$ cat src/rtl/traffic_light_controller_param.sv
// -----------------------------------------------------------------------------
// traffic_light_controller_param
//
// Two-road traffic light sequencer with parametrised phase durations:
//   MAIN_G -> MAIN_Y -> RED_A -> SIDE_G -> SIDE_Y -> RED_B -> MAIN_G ...
// Main green is held until a latched side-road demand is present and the
// minimum main-green time has elapsed. A flash (night/maintenance) mode
// blinks main yellow / side red once the current green has cleared through
// its yellow and all-red.
//
// Optional feature macro: PED_REQ_EN
//   When defined, adds ped_req (sets the side demand like side_req) and
//   ped_walk (high exactly during SIDE_G).
//
// Ports:
//   clk         in   system clock, rising edge
//   reset       in   asynchronous active-low reset
//   side_req    in   side-road sensor, single-cycle pulse is enough
//   flash_mode  in   level, 1 requests flash mode
//   ped_req     in   (PED_REQ_EN only) pedestrian push button
//   light_main  out  main lamps {red,yellow,green}, registered
//   light_side  out  side lamps {red,yellow,green}, registered
//   phase       out  current state encoding, registered
//   ped_walk    out  (PED_REQ_EN only) walk lamp, registered
// -----------------------------------------------------------------------------
module traffic_light_controller_param #(
  parameter int GREEN_MAIN_CYC = 10,
  parameter int GREEN_SIDE_CYC = 6,
  parameter int YELLOW_CYC     = 3,
  parameter int ALL_RED_CYC    = 2,
  parameter int FLASH_CYC      = 4,
  parameter int CNT_W          = 8
) (
  input  logic       clk,
  input  logic       reset,
  input  logic       side_req,
  input  logic       flash_mode,
`ifdef PED_REQ_EN
  input  logic       ped_req,
  output logic       ped_walk,
`endif
  output logic [2:0] light_main,
  output logic [2:0] light_side,
  output logic [2:0] phase
);

  typedef enum logic [2:0] {
    MAIN_G = 3'd0,
    MAIN_Y = 3'd1,
    RED_A  = 3'd2,
    SIDE_G = 3'd3,
    SIDE_Y = 3'd4,
    RED_B  = 3'd5,
    FLASH  = 3'd6
  } state_t;

  localparam logic [2:0] LAMP_R   = 3'b100;
  localparam logic [2:0] LAMP_Y   = 3'b010;
  localparam logic [2:0] LAMP_G   = 3'b001;
  localparam logic [2:0] LAMP_OFF = 3'b000;

  // Counter load values: a state lasting DUR cycles starts at DUR-1.
  localparam logic [CNT_W-1:0] L_MAIN_G  = CNT_W'(GREEN_MAIN_CYC - 1);
  localparam logic [CNT_W-1:0] L_SIDE_G  = CNT_W'(GREEN_SIDE_CYC - 1);
  localparam logic [CNT_W-1:0] L_YELLOW  = CNT_W'(YELLOW_CYC - 1);
  localparam logic [CNT_W-1:0] L_ALL_RED = CNT_W'(ALL_RED_CYC - 1);
  localparam logic [CNT_W-1:0] L_FLASH   = CNT_W'(FLASH_CYC - 1);

  function automatic logic [CNT_W-1:0] load_val(input state_t s);
    case (s)
      MAIN_G:          return L_MAIN_G;
      SIDE_G:          return L_SIDE_G;
      MAIN_Y, SIDE_Y:  return L_YELLOW;
      FLASH:           return L_FLASH;
      default:         return L_ALL_RED;
    endcase
  endfunction

  state_t           r_state;
  logic [CNT_W-1:0] r_cnt;
  logic             r_pending;
  logic             r_blink;
  logic [2:0]       r_light_main;
  logic [2:0]       r_light_side;

  state_t           w_state_nxt;
  logic [CNT_W-1:0] w_cnt_nxt;
  logic             w_blink_nxt;
  logic             w_pending_nxt;
  logic [2:0]       w_main_nxt;
  logic [2:0]       w_side_nxt;
  logic             w_cnt_zero;
  logic             w_req;

  assign w_cnt_zero = (r_cnt == '0);

`ifdef PED_REQ_EN
  logic r_ped_walk;
  assign w_req    = side_req | ped_req;
  assign ped_walk = r_ped_walk;
`else
  assign w_req = side_req;
`endif

  always_comb begin
    // NOTE: every signal written here gets a default first, so no path can
    // leave it unassigned and infer a latch.
    w_state_nxt = r_state;
    w_cnt_nxt   = r_cnt;
    w_blink_nxt = r_blink;

    case (r_state)
      MAIN_G: if ((w_cnt_zero && r_pending) || flash_mode) w_state_nxt = MAIN_Y;
      MAIN_Y: if (w_cnt_zero) w_state_nxt = RED_A;
      RED_A:  if (w_cnt_zero) w_state_nxt = flash_mode ? FLASH : SIDE_G;
      SIDE_G: if (w_cnt_zero || flash_mode) w_state_nxt = SIDE_Y;
      SIDE_Y: if (w_cnt_zero) w_state_nxt = RED_B;
      RED_B:  if (w_cnt_zero) w_state_nxt = flash_mode ? FLASH : MAIN_G;
      FLASH:  if (!flash_mode) w_state_nxt = RED_B;
      default: w_state_nxt = RED_B;   // unused encoding recovers to all-red
    endcase

    if (w_state_nxt != r_state) begin
      // Blink is only visible in FLASH; forcing it to 1 on every state
      // change guarantees FLASH always starts with the lamps lit.
      w_cnt_nxt   = load_val(w_state_nxt);
      w_blink_nxt = 1'b1;
    end else if (r_state == FLASH && w_cnt_zero) begin
      w_cnt_nxt   = L_FLASH;
      w_blink_nxt = ~r_blink;
    end else if (!w_cnt_zero) begin
      w_cnt_nxt = r_cnt - CNT_W'(1);
    end

    // A request coinciding with the edge into SIDE_G is served by that
    // side cycle, so the clear wins over the set.
    if (w_state_nxt == SIDE_G && r_state != SIDE_G) w_pending_nxt = 1'b0;
    else                                            w_pending_nxt = r_pending | w_req;

    // Lamps are decoded from the next state so they change on the same
    // edge as the state register.
    w_main_nxt = LAMP_R;
    w_side_nxt = LAMP_R;
    case (w_state_nxt)
      MAIN_G: w_main_nxt = LAMP_G;
      MAIN_Y: w_main_nxt = LAMP_Y;
      SIDE_G: w_side_nxt = LAMP_G;
      SIDE_Y: w_side_nxt = LAMP_Y;
      FLASH: begin
        w_main_nxt = w_blink_nxt ? LAMP_Y : LAMP_OFF;
        w_side_nxt = w_blink_nxt ? LAMP_R : LAMP_OFF;
      end
      default: ;
    endcase
  end

  always_ff @(posedge clk or negedge reset) begin
    if (!reset) begin
      r_state      <= RED_B;
      r_cnt        <= L_ALL_RED;
      r_pending    <= 1'b0;
      r_blink      <= 1'b1;
      r_light_main <= LAMP_R;
      r_light_side <= LAMP_R;
`ifdef PED_REQ_EN
      r_ped_walk   <= 1'b0;
`endif
    end else begin
      // NOTE: non-blocking assignments make every register update from the
      // same pre-edge values regardless of statement order.
      r_state      <= w_state_nxt;
      r_cnt        <= w_cnt_nxt;
      r_pending    <= w_pending_nxt;
      r_blink      <= w_blink_nxt;
      r_light_main <= w_main_nxt;
      r_light_side <= w_side_nxt;
`ifdef PED_REQ_EN
      r_ped_walk   <= (w_state_nxt == SIDE_G);
`endif
    end
  end

  assign light_main = r_light_main;
  assign light_side = r_light_side;
  assign phase      = r_state;

endmodule

$ cat config.mk
export PLATFORM = sky130hd
export DESIGN_NAME = traffic_light_controller_param
export DESIGN_NICKNAME = d
export VERILOG_FILES = /design/src/rtl/traffic_light_controller_param.sv
export SDC_FILE = /design/constraint.sdc
export NUM_CORES = 1
export LEC_CHECK = 0
export CELL_PAD_IN_SITES_DETAIL_PLACEMENT = 1
export CELL_PAD_IN_SITES_GLOBAL_PLACEMENT = 1
export CORE_ASPECT_RATIO = 0.6
export CORE_MARGIN = 3
export CORE_UTILIZATION = 43
export DETAILED_ROUTE_END_ITERATION = 10
export PLACE_DENSITY_LB_ADDON = 0.1
export SYNTH_ARGS = -nofsm -noshare
export SYNTH_HDL_FRONTEND = slang
export SYNTH_SLANG_ARGS = --single-unit
$ cat constraint.sdc
create_clock -name clk -period 2.24 [get_ports clk]
set_input_delay 0.672 -clock clk [delete_from_list [all_inputs] [get_ports clk]]
set_output_delay 0.672 -clock clk [all_outputs]
set_load 0.1 [all_outputs]
==> results of run 1 <==
-- placed cells by master (no fill, tap or decap), types with 3 or more instances in the layout --
| master | Yosys | final |
|---|---|---|
| sky130_fd_sc_hd__buf_4 | 1 | 25 |
| sky130_fd_sc_hd__dfstp_2 | 6 | 6 |
| sky130_fd_sc_hd__nand2b_1 | 3 | 3 |
| sky130_fd_sc_hd__nor3_1 | 7 | 7 |
| sky130_fd_sc_hd__clkbuf_8 | 3 | 3 |
| sky130_fd_sc_hd__buf_12 | 0 | 5 |
| sky130_fd_sc_hd__inv_1 | 6 | 6 |
| sky130_fd_sc_hd__nand3_1 | 5 | 5 |
| sky130_fd_sc_hd__a21oi_1 | 7 | 7 |
| sky130_fd_sc_hd__nor2_1 | 15 | 15 |
| sky130_fd_sc_hd__o21ai_0 | 6 | 6 |
| sky130_fd_sc_hd__dfrtp_1 | 13 | 12 |
| sky130_fd_sc_hd__nand2_1 | 5 | 5 |
-- worst max-delay path, delay by kind of cell, from the launching register on --
family | cells | cell delay [ps]
simple gates | 3 | 420
buf+inv | 3 | 340
flops | 1 | 540
compound gates | 2 | 560
fa+ha+maj | 1 | 220
-- final cells by class --
cell class | count | area [µm²] | area share, %
Sequential cell | 19 | 484.2 | 30.45
Inverter | 6 | 22.52 | 1.416
Clock buffer | 3 | 41.29 | 2.596
Multi-Input combinational cell | 94 | 669.4 | 42.09
Clock inverter | 1 | 5.005 | 0.3147
Tap cell | 32 | 40.04 | 2.518
Timing Repair Buffer | 34 | 327.8 | 20.61
-- cells in the mapped netlist, types with 2 or more instances --
library cell | n | area (µm²)
sky130_fd_sc_hd__mux2i_1 | 2 | 20.02
sky130_fd_sc_hd__dfstp_2 | 6 | 157.7
sky130_fd_sc_hd__dfrtp_1 | 13 | 325.3
sky130_fd_sc_hd__xnor2_1 | 2 | 17.52
sky130_fd_sc_hd__nor2_1 | 15 | 56.30
sky130_fd_sc_hd__a21oi_1 | 7 | 35.03
sky130_fd_sc_hd__nor2b_1 | 3 | 18.77
sky130_fd_sc_hd__or4b_1 | 3 | 30.03
sky130_fd_sc_hd__nand2_1 | 5 | 18.77
sky130_fd_sc_hd__inv_1 | 6 | 22.52
sky130_fd_sc_hd__and2_1 | 2 | 12.51
sky130_fd_sc_hd__a21o_1 | 2 | 15.01
sky130_fd_sc_hd__nor3_1 | 7 | 35.03
sky130_fd_sc_hd__o22ai_1 | 2 | 12.51
sky130_fd_sc_hd__nand3_1 | 5 | 25.02
sky130_fd_sc_hd__clkbuf_8 | 3 | 41.29
sky130_fd_sc_hd__o21ai_0 | 6 | 30.03
sky130_fd_sc_hd__a31oi_1 | 2 | 12.51
sky130_fd_sc_hd__nand2b_1 | 3 | 18.77
sky130_fd_sc_hd__buf_6 | 2 | 22.52
-- logic make-up after synthesis --
group	share of synthesized area, %
compound gates	20.02
xor+xnor	1.409
fa+ha+maj	1.006
buf+inv	7.847
flops	38.83
mux	2.515
simple gates	28.37
-- how the worst max path moves through the flow --
stage | from | slack, ps | to
2_1_floorplan | phase[1]$_DFF_PN0_ | 120 | light_side[2]$_DFF_PN1_
3_3_place_gp | flash_mode | -220 | light_main[1]$_DFF_PN0_
3_5_place_dp | flash_mode | -360 | r_cnt[1]$_DFFE_PN0P_
4_1_cts | r_cnt[0]$_DFFE_PN1P_ | 80 | light_side[2]$_DFF_PN1_
5_1_grt | r_cnt[1]$_DFFE_PN0P_ | -9 | light_main[1]$_DFF_PN0_
6_report | r_cnt[0]$_DFFE_PN1P_ | 70 | light_side[2]$_DFF_PN1_
-- metrics by stage --
stage	util (%)	worst slack, ps	instance area [µm²]
3_3_place_gp	58.14	-223.4	1528
6_report	60.52	71.46	1590
4_1_cts	60.52	82.67	1590
3_5_place_dp	58.14	-358.1	1528
2_1_floorplan	-	119.7	1245
5_1_grt	60.52	-8.563	1590
-- flip-flops by register name, indices dropped and copies added, names as in the netlist --
name	cells
r_cnt	8
light_main	3
light_side	3
r_pending	1
phase	3
r_blink	1
-- metal layers --
metal | GRT usage (%) | up-vias | wire [µm]
met5 | 0 | - | 0
li1 | - | 518 | -
met4 | 3.136 | 0 | 26
met2 | 40.82 | 34 | 1741
met1 | 31.48 | 581 | 1746
met3 | 5.241 | 6 | 172
-- what timing repair did --
item / 4_1_cts / 5_1_grt
setup endpoints to repair: 3 / 2
setup buffers: 1 / 0
pin swaps: 1 / 0
gates resized for setup: 4 / 0
==> flow_summary.html, run 1 <==
<table>
<tr><th>Metric</th><th>Value</th></tr>
<tr><th colspan="2">Cells and area</th></tr>
<tr><td>Non-Filler Instances</td><td>189</td></tr>
<tr><td>Fraction of layout cells with a size suffix above 1</td><td>38.22%</td></tr>
<tr><td>Diode insertion count for antenna repair</td><td>0</td></tr>
<tr><td>Layout net count</td><td>163</td></tr>
<tr><td>Fill cell total of the finished layout</td><td>297</td></tr>
<tr><td>Synth-to-layout area growth</td><td>27.87%</td></tr>
<tr><th colspan="2">Timing</th></tr>
<tr><td>Final setup viols</td><td>0</td></tr>
<tr><td>Crit share post-route</td><td>96.81%</td></tr>
<tr><td>Post-route minimum period</td><td>2169 ps</td></tr>
<tr><td>Fin. Hold Viols</td><td>0</td></tr>
<tr><td>Clock tree skew after final layout</td><td>6.638 ps</td></tr>
<tr><td>Unrepaired setup endpoints after global routing</td><td>true</td></tr>
<tr><td>Setup Total Neg Slack</td><td>0 ps</td></tr>
<tr><td>Actual transition at the worst max-transition pin</td><td>505.8 ps</td></tr>
<tr><td>Worst slack on hold paths</td><td>530.0 ps</td></tr>
<tr><td>Rel. slew slack</td><td>66.23%</td></tr>
<tr><td>Max-slew violation count</td><td>0</td></tr>
<tr><td>Maximum clock frequency</td><td>461.1 MHz</td></tr>
<tr><th colspan="2">Min path</th></tr>
<tr><td>Class of the tightest hold or removal check</td><td>flip-flop to flip-flop</td></tr>
<tr><td>Startpoint of the lowest-slack hold path</td><td>r_pending$_DFF_PN0_</td></tr>
<tr><td>Endpoint of the worst hold path</td><td>r_pending$_DFF_PN0_</td></tr>
<tr><td>Cells on Worst Hold Path</td><td>1</td></tr>
<tr><th colspan="2">Clocking</th></tr>
<tr><td>Clock latency on the worst-skew pair</td><td>270 ps</td></tr>
<tr><td>Clock-pin slew of the registers on the worst-case setup and hold paths</td><td>80 ps</td></tr>
<tr><td>Count of hold-fix buffers inserted at cts</td><td>0</td></tr>
<tr><td>Clock root buffer master</td><td>sky130_fd_sc_hd__clkbuf_8</td></tr>
<tr><td>CTS tree</td><td>done</td></tr>
<tr><td>H-Tree Level Count</td><td>1</td></tr>
<tr><td>Number of buffers created by CTS</td><td>3</td></tr>
<tr><td>Maximum count of clock buffers along a single path</td><td>2</td></tr>
<tr><td>Sinks on the clock net</td><td>19</td></tr>
<tr><th colspan="2">Setup path</th></tr>
<tr><td>Critical path arrival</td><td>2360 ps</td></tr>
<tr><td>Setup Crit Path Kind</td><td>flip-flop to flip-flop</td></tr>
<tr><td>Max stage delay on crit path</td><td>540 ps</td></tr>
<tr><td>Cell depth of the worst flop-to-flop path</td><td>9</td></tr>
<tr><td>Kind of launch point of the worst setup path</td><td>flip-flop</td></tr>
<tr><td>Register-to-register setup slack</td><td>70 ps</td></tr>
<tr><td>Sequence of cells on the critical path</td><td>inv_1, ha_1, buf_4, nor4b_4, buf_4, and3_2, o221a_2, a211oi_1, nor2_1</td></tr>
<tr><td>Most frequent cell on the critical path</td><td>sky130_fd_sc_hd__buf_4</td></tr>
<tr><td>Reg-to-reg critical path startpoint</td><td>r_cnt[0]$_DFFE_PN1P_</td></tr>
<tr><td>Setup crit end kind</td><td>flip-flop</td></tr>
<tr><td>Master of the slowest instance on the critical path</td><td>sky130_fd_sc_hd__dfstp_2</td></tr>
<tr><td>Endpoint of the worst register-to-register path</td><td>light_side[2]$_DFF_PN1_</td></tr>
<tr><td>Required time of the critical path</td><td>2430 ps</td></tr>
<tr><td>Max Fanout on Critical Path</td><td>5</td></tr>
<tr><th colspan="2">Global routing</th></tr>
<tr><td>Wire length of the first global-routing pass</td><td>6.092 mm</td></tr>
<tr><td>Maximum number of pins on one net before global-route repair</td><td>20</td></tr>
<tr><td>Initial antenna violation count</td><td>0</td></tr>
<tr><td>GRT Overall Usage</td><td>23.57%</td></tr>
<tr><td>Total overflow reported by the global router</td><td>0</td></tr>
<tr><td>Vias in the first global route</td><td>1171</td></tr>
<tr><th colspan="2">Route</th></tr>
<tr><td>Pre-antenna DRT Iters</td><td>4</td></tr>
<tr><td>Post-detailed-route DRC marker count</td><td>0</td></tr>
<tr><td>Total wirelength of the detailed-routed design</td><td>3.685 mm</td></tr>
<tr><td>Average wire length per cell after detail routing</td><td>19.50 µm</td></tr>
<tr><td>Iteration-0 DRC Markers</td><td>62</td></tr>
<tr><td>Post-DRT Antenna Nets</td><td>0</td></tr>
<tr><td>Routed vias</td><td>1139</td></tr>
<tr><td>Ratio of routed vias to standard cells</td><td>6.026</td></tr>
<tr><th colspan="2">Synth</th></tr>
<tr><td>Net count after synthesis</td><td>131</td></tr>
<tr><td>Post-synth design cell area</td><td>1244 µm²</td></tr>
<tr><td>Post-synthesis sequential element count</td><td>19</td></tr>
<tr><td>Unique masters post-synth</td><td>50</td></tr>
<tr><td>Sequential fraction of the synthesis area</td><td>38.83%</td></tr>
<tr><td>Number of warnings reported in the yosys synthesis log</td><td>0</td></tr>
<tr><td>Syn_area_per_cell</td><td>9.871 µm²</td></tr>
<tr><td>Async set-or-reset flop fraction in the synthesized netlist</td><td>100.0%</td></tr>
<tr><td>Number of instances in the synthesized netlist</td><td>126</td></tr>
<tr><td>Top_reg_cell synth</td><td>sky130_fd_sc_hd__dfrtp_1</td></tr>
<tr><td>Number of enable flip-flop cells after synthesis</td><td>0</td></tr>
<tr><th colspan="2">Floorplanning</th></tr>
<tr><td>Number of placement rows</td><td>14</td></tr>
<tr><td>Area of the placeable core</td><td>2628 µm²</td></tr>
<tr><td>Die X-Extent</td><td>75.43 µm</td></tr>
<tr><td>Die outline area</td><td>3595 µm²</td></tr>
<tr><td>Die height</td><td>47.66 µm</td></tr>
<tr><td>Num ports</td><td>13</td></tr>
<tr><td>Initial core utilization</td><td>47.33%</td></tr>
<tr><th colspan="2">Place</th></tr>
<tr><td>Post-DP HPWL</td><td>2.866 mm</td></tr>
<tr><td>Final GP Congestion</td><td>0.8160</td></tr>
<tr><td>Placed cell count</td><td>184</td></tr>
<tr><td>Quantity of I/O buffers inserted on ports</td><td>12</td></tr>
<tr><th colspan="2">Run</th></tr>
<tr><td>Max-cap violations</td><td>0</td></tr>
<tr><th colspan="2">Run status</th></tr>
<tr><td>Result of the run</td><td>completed</td></tr>
</table>
Power of run 1 is left out: the tool's default activity adds up to more than one toggle a clock period on the data nets, which glitch-free logic cannot reach.
==> run 2: changes to the inputs <==
--- a/config.mk
+++ b/config.mk
@@ -8,7 +8,6 @@
 export CELL_PAD_IN_SITES_DETAIL_PLACEMENT = 1
 export CELL_PAD_IN_SITES_GLOBAL_PLACEMENT = 1
 export CORE_ASPECT_RATIO = 0.6
-export CORE_MARGIN = 3
 export CORE_UTILIZATION = 43
 export DETAILED_ROUTE_END_ITERATION = 10
 export PLACE_DENSITY_LB_ADDON = 0.1
==> run 2 against run 1 <==
Effect of this change: clock-buffer cell count unchanged; final cell count stayed put; first-iteration DRC count shrank 42%; routed wire length is 5.1% lower; maximum frequency grew 0.31%; non-clock buffer count did not move; critical endpoint unchanged; largest cell class unchanged.
==> flow_summary.html, run 2 (synthesis gave the netlist of run 1 again) <==
<table>
<tr><th>Metric</th><th>Value</th></tr>
<tr><th colspan="2">Clocking</th></tr>
<tr><td>Clock-pin slew of the registers on the worst-case setup and hold paths</td><td>80 ps (about the same)</td></tr>
<tr><td>H-Tree Level Count</td><td>1 (unchanged)</td></tr>
<tr><td>Maximum count of clock buffers along a single path</td><td>2 (unchanged)</td></tr>
<tr><td>Number of buffers created by CTS</td><td>3 (unchanged)</td></tr>
<tr><td>Count of hold-fix buffers inserted at cts</td><td>0 (unchanged)</td></tr>
<tr><td>Sinks on the clock net</td><td>19 (unchanged)</td></tr>
<tr><td>CTS tree</td><td>done</td></tr>
<tr><td>Clock root buffer master</td><td>sky130_fd_sc_hd__clkbuf_8</td></tr>
<tr><td>Clock latency on the worst-skew pair</td><td>260 ps (about the same)</td></tr>
<tr><th colspan="2">Timing</th></tr>
<tr><td>Rel. slew slack</td><td>65.24% (-0.99 points)</td></tr>
<tr><td>Maximum clock frequency</td><td>462.6 MHz (+0.31%)</td></tr>
<tr><td>Post-route minimum period</td><td>2162 ps (-6.637 ps)</td></tr>
<tr><td>Clock tree skew after final layout</td><td>9.965 ps (+3.327 ps)</td></tr>
<tr><td>Max-slew violation count</td><td>0 (unchanged)</td></tr>
<tr><td>Actual transition at the worst max-transition pin</td><td>520.6 ps (+14.80 ps)</td></tr>
<tr><td>Unrepaired setup endpoints after global routing</td><td>false</td></tr>
<tr><td>Final setup viols</td><td>0 (unchanged)</td></tr>
<tr><td>Crit share post-route</td><td>96.51% (-0.30 points)</td></tr>
<tr><td>Fin. Hold Viols</td><td>0 (unchanged)</td></tr>
<tr><th colspan="2">Min path</th></tr>
<tr><td>Startpoint of the lowest-slack hold path</td><td>r_pending$_DFF_PN0_</td></tr>
<tr><td>Endpoint of the worst hold path</td><td>r_pending$_DFF_PN0_</td></tr>
<tr><td>Cells on Worst Hold Path</td><td>1 (unchanged)</td></tr>
<tr><td>Class of the tightest hold or removal check</td><td>flip-flop to flip-flop</td></tr>
<tr><th colspan="2">Floorplanning</th></tr>
<tr><td>Num ports</td><td>13 (unchanged)</td></tr>
<tr><td>Area of the placeable core</td><td>2628 µm² (unchanged)</td></tr>
<tr><td>Die height</td><td>43.66 µm (-8.4%)</td></tr>
<tr><td>Number of placement rows</td><td>14 (unchanged)</td></tr>
<tr><td>Initial core utilization</td><td>47.33% (unchanged)</td></tr>
<tr><td>Die outline area</td><td>3118 µm² (-13%)</td></tr>
<tr><td>Die X-Extent</td><td>71.43 µm (-5.3%)</td></tr>
<tr><th colspan="2">Route</th></tr>
<tr><td>Post-detailed-route DRC marker count</td><td>0 (unchanged)</td></tr>
<tr><td>Pre-antenna DRT Iters</td><td>4 (unchanged)</td></tr>
<tr><td>Total wirelength of the detailed-routed design</td><td>3.497 mm (-5.1%)</td></tr>
<tr><td>Iteration-0 DRC Markers</td><td>36 (-42%)</td></tr>
<tr><td>Average wire length per cell after detail routing</td><td>18.50 µm (-5.1%)</td></tr>
<tr><td>Ratio of routed vias to standard cells</td><td>5.873 (-2.5%)</td></tr>
<tr><td>Routed vias</td><td>1110 (-2.5%)</td></tr>
<tr><td>Post-DRT Antenna Nets</td><td>0 (unchanged)</td></tr>
<tr><th colspan="2">Place</th></tr>
<tr><td>Quantity of I/O buffers inserted on ports</td><td>12 (unchanged)</td></tr>
<tr><td>Final GP Congestion</td><td>0.8444 (+3.5%)</td></tr>
<tr><td>Post-DP HPWL</td><td>2.694 mm (-6.0%)</td></tr>
<tr><td>Standard cell area after detailed placement</td><td>1535 µm² (+0.49%)</td></tr>
<tr><th colspan="2">Setup path</th></tr>
<tr><td>Required time of the critical path</td><td>2430 ps (about the same)</td></tr>
<tr><td>Setup Crit Path Kind</td><td>flip-flop to flip-flop</td></tr>
<tr><td>Cell depth of the worst flop-to-flop path</td><td>9 (unchanged)</td></tr>
<tr><td>Reg-to-reg critical path startpoint</td><td>r_cnt[0]$_DFFE_PN1P_</td></tr>
<tr><td>Endpoint of the worst register-to-register path</td><td>light_side[2]$_DFF_PN1_</td></tr>
<tr><td>Critical path arrival</td><td>2350 ps (about the same)</td></tr>
<tr><td>Register-to-register setup slack</td><td>80 ps (about the same)</td></tr>
<tr><td>Max Fanout on Critical Path</td><td>5 (unchanged)</td></tr>
<tr><td>Setup crit end kind</td><td>flip-flop</td></tr>
<tr><td>Kind of launch point of the worst setup path</td><td>flip-flop</td></tr>
<tr><th colspan="2">Cells and area</th></tr>
<tr><td>Fill cell total of the finished layout</td><td>301 (+1.3%)</td></tr>
<tr><td>Post-route cell area</td><td>1609 µm² (+1.2%)</td></tr>
<tr><td>Fraction of layout cells with a size suffix above 1</td><td>40.13% (+1.9 points)</td></tr>
<tr><td>Commonest cells after routing, fill and taps aside</td><td>sky130_fd_sc_hd__buf_4 (26), sky130_fd_sc_hd__nor2_1 (15), sky130_fd_sc_hd__dfrtp_1 (12), sky130_fd_sc_hd__nor3_1 (7), sky130_fd_sc_hd__a21oi_1 (7)</td></tr>
<tr><td>Most common library cell in the layout ignoring fill and taps</td><td>sky130_fd_sc_hd__buf_4</td></tr>
<tr><td>Synth-to-layout area growth</td><td>29.38%</td></tr>
<tr><td>Layout net count</td><td>163 (unchanged)</td></tr>
<tr><td>Largest register FFs</td><td>8 (unchanged)</td></tr>
<tr><td>Biggest register</td><td>r_cnt</td></tr>
<tr><td>Diode insertion count for antenna repair</td><td>0 (unchanged)</td></tr>
<tr><th colspan="2">Global routing</th></tr>
<tr><td>GRT Overall Usage</td><td>25.18% (+1.6 points)</td></tr>
<tr><td>Wire length of the first global-routing pass</td><td>5.720 mm (-6.1%)</td></tr>
<tr><td>Total overflow reported by the global router</td><td>0 (unchanged)</td></tr>
<tr><td>Initial antenna violation count</td><td>0 (unchanged)</td></tr>
<tr><td>Maximum number of pins on one net before global-route repair</td><td>20 (unchanged)</td></tr>
<tr><td>Vias in the first global route</td><td>1128 (-3.7%)</td></tr>
<tr><th colspan="2">Run status</th></tr>
<tr><td>Result of the run</td><td>completed</td></tr>
<tr><th colspan="2">Run</th></tr>
<tr><td>Max-cap violations</td><td>0 (unchanged)</td></tr>
</table>
==> run 2: changes by cell type in the layout (fill, tap and decap cells not counted), sizes merged <==
cell,before,now
dlymetal6s2s,0,1
dlygate4sd2,1,0
==> run 2: per-layer routing <==
metal | vias up | routed length, µm | part of all wire [%] | GRT usage [%]
met5 | - | 0 | 0 | 0
met4 | 0 | 26 | 0.74 | 7.600
met3 | 5 | 150 | 4.3 | 4.884
met2 | 27 | 1618 | 46 | 42.29
met1 | 559 | 1702 | 49 | 33.58
li1 | 519 | - | - | -
==> run 2: cell type report <==
| type | instances | area [µm²] | area share [%] |
|---|---|---|---|
| clock inverter | 1 | 5.005 | 0.3110 |
| tap | 32 | 40.04 | 2.488 |
| sequential | 19 | 484.2 | 30.09 |
| inverter | 6 | 22.52 | 1.400 |
| multi-input combinational | 94 | 688.2 | 42.77 |
| clock buffer | 3 | 41.29 | 2.566 |
| timing repair buffer | 34 | 327.8 | 20.37 |
==> run 2: what timing repair did <==
action                                 in CTS  in global routing
setup endpoints to repair                   4                  7
setup buffers                               0                  0
pin swaps                                   1                  1
endpoints found under the hold margin       0                  0
gates resized for setup                     1                  6
==> run 2: through the flow <==
stage | util, % | setup slack (ps) | std cells | setup TNS [ps] | hold slack (ps)
global placement | 58.43 | -235.2 | 185 | -1400 | 498.7
global route | 61.24 | 5.500 | 189 | 0 | 575.9
floorplan | - | 119.7 | 126 | 0 | 376.4
finish | 61.24 | 78.10 | 189 | 0 | 549.0
CTS | 60.29 | -13.81 | 189 | -20.74 | 550.6
detailed placement | 58.43 | -344.6 | 185 | -2463 | 532.7
==> run 2: critical path: stages, from the launching register on <==
cell	delay [ps]
sky130_fd_sc_hd__dfstp_2	540
sky130_fd_sc_hd__inv_1	50
sky130_fd_sc_hd__ha_1	220
sky130_fd_sc_hd__buf_4	160
sky130_fd_sc_hd__nor4b_4	140
sky130_fd_sc_hd__buf_4	150
sky130_fd_sc_hd__and3_2	210
sky130_fd_sc_hd__o221a_2	320
sky130_fd_sc_hd__and2_1	190
sky130_fd_sc_hd__nor2_1	110
==> run 2: how the worst max path moves through the flow <==
stage                              start                 endpoint  slack (ps)
floorplan             phase[1]$_DFF_PN0_  light_side[2]$_DFF_PN1_         120
global placement              flash_mode     r_cnt[1]$_DFFE_PN0P_        -240
detailed placement            flash_mode     r_cnt[1]$_DFFE_PN0P_        -340
CTS                           flash_mode     r_cnt[1]$_DFFE_PN0P_         -10
global route        r_cnt[0]$_DFFE_PN1P_  light_side[2]$_DFF_PN1_           5
finish              r_cnt[0]$_DFFE_PN1P_  light_side[2]$_DFF_PN1_          80
Power of run 2 is left out for the same reason.
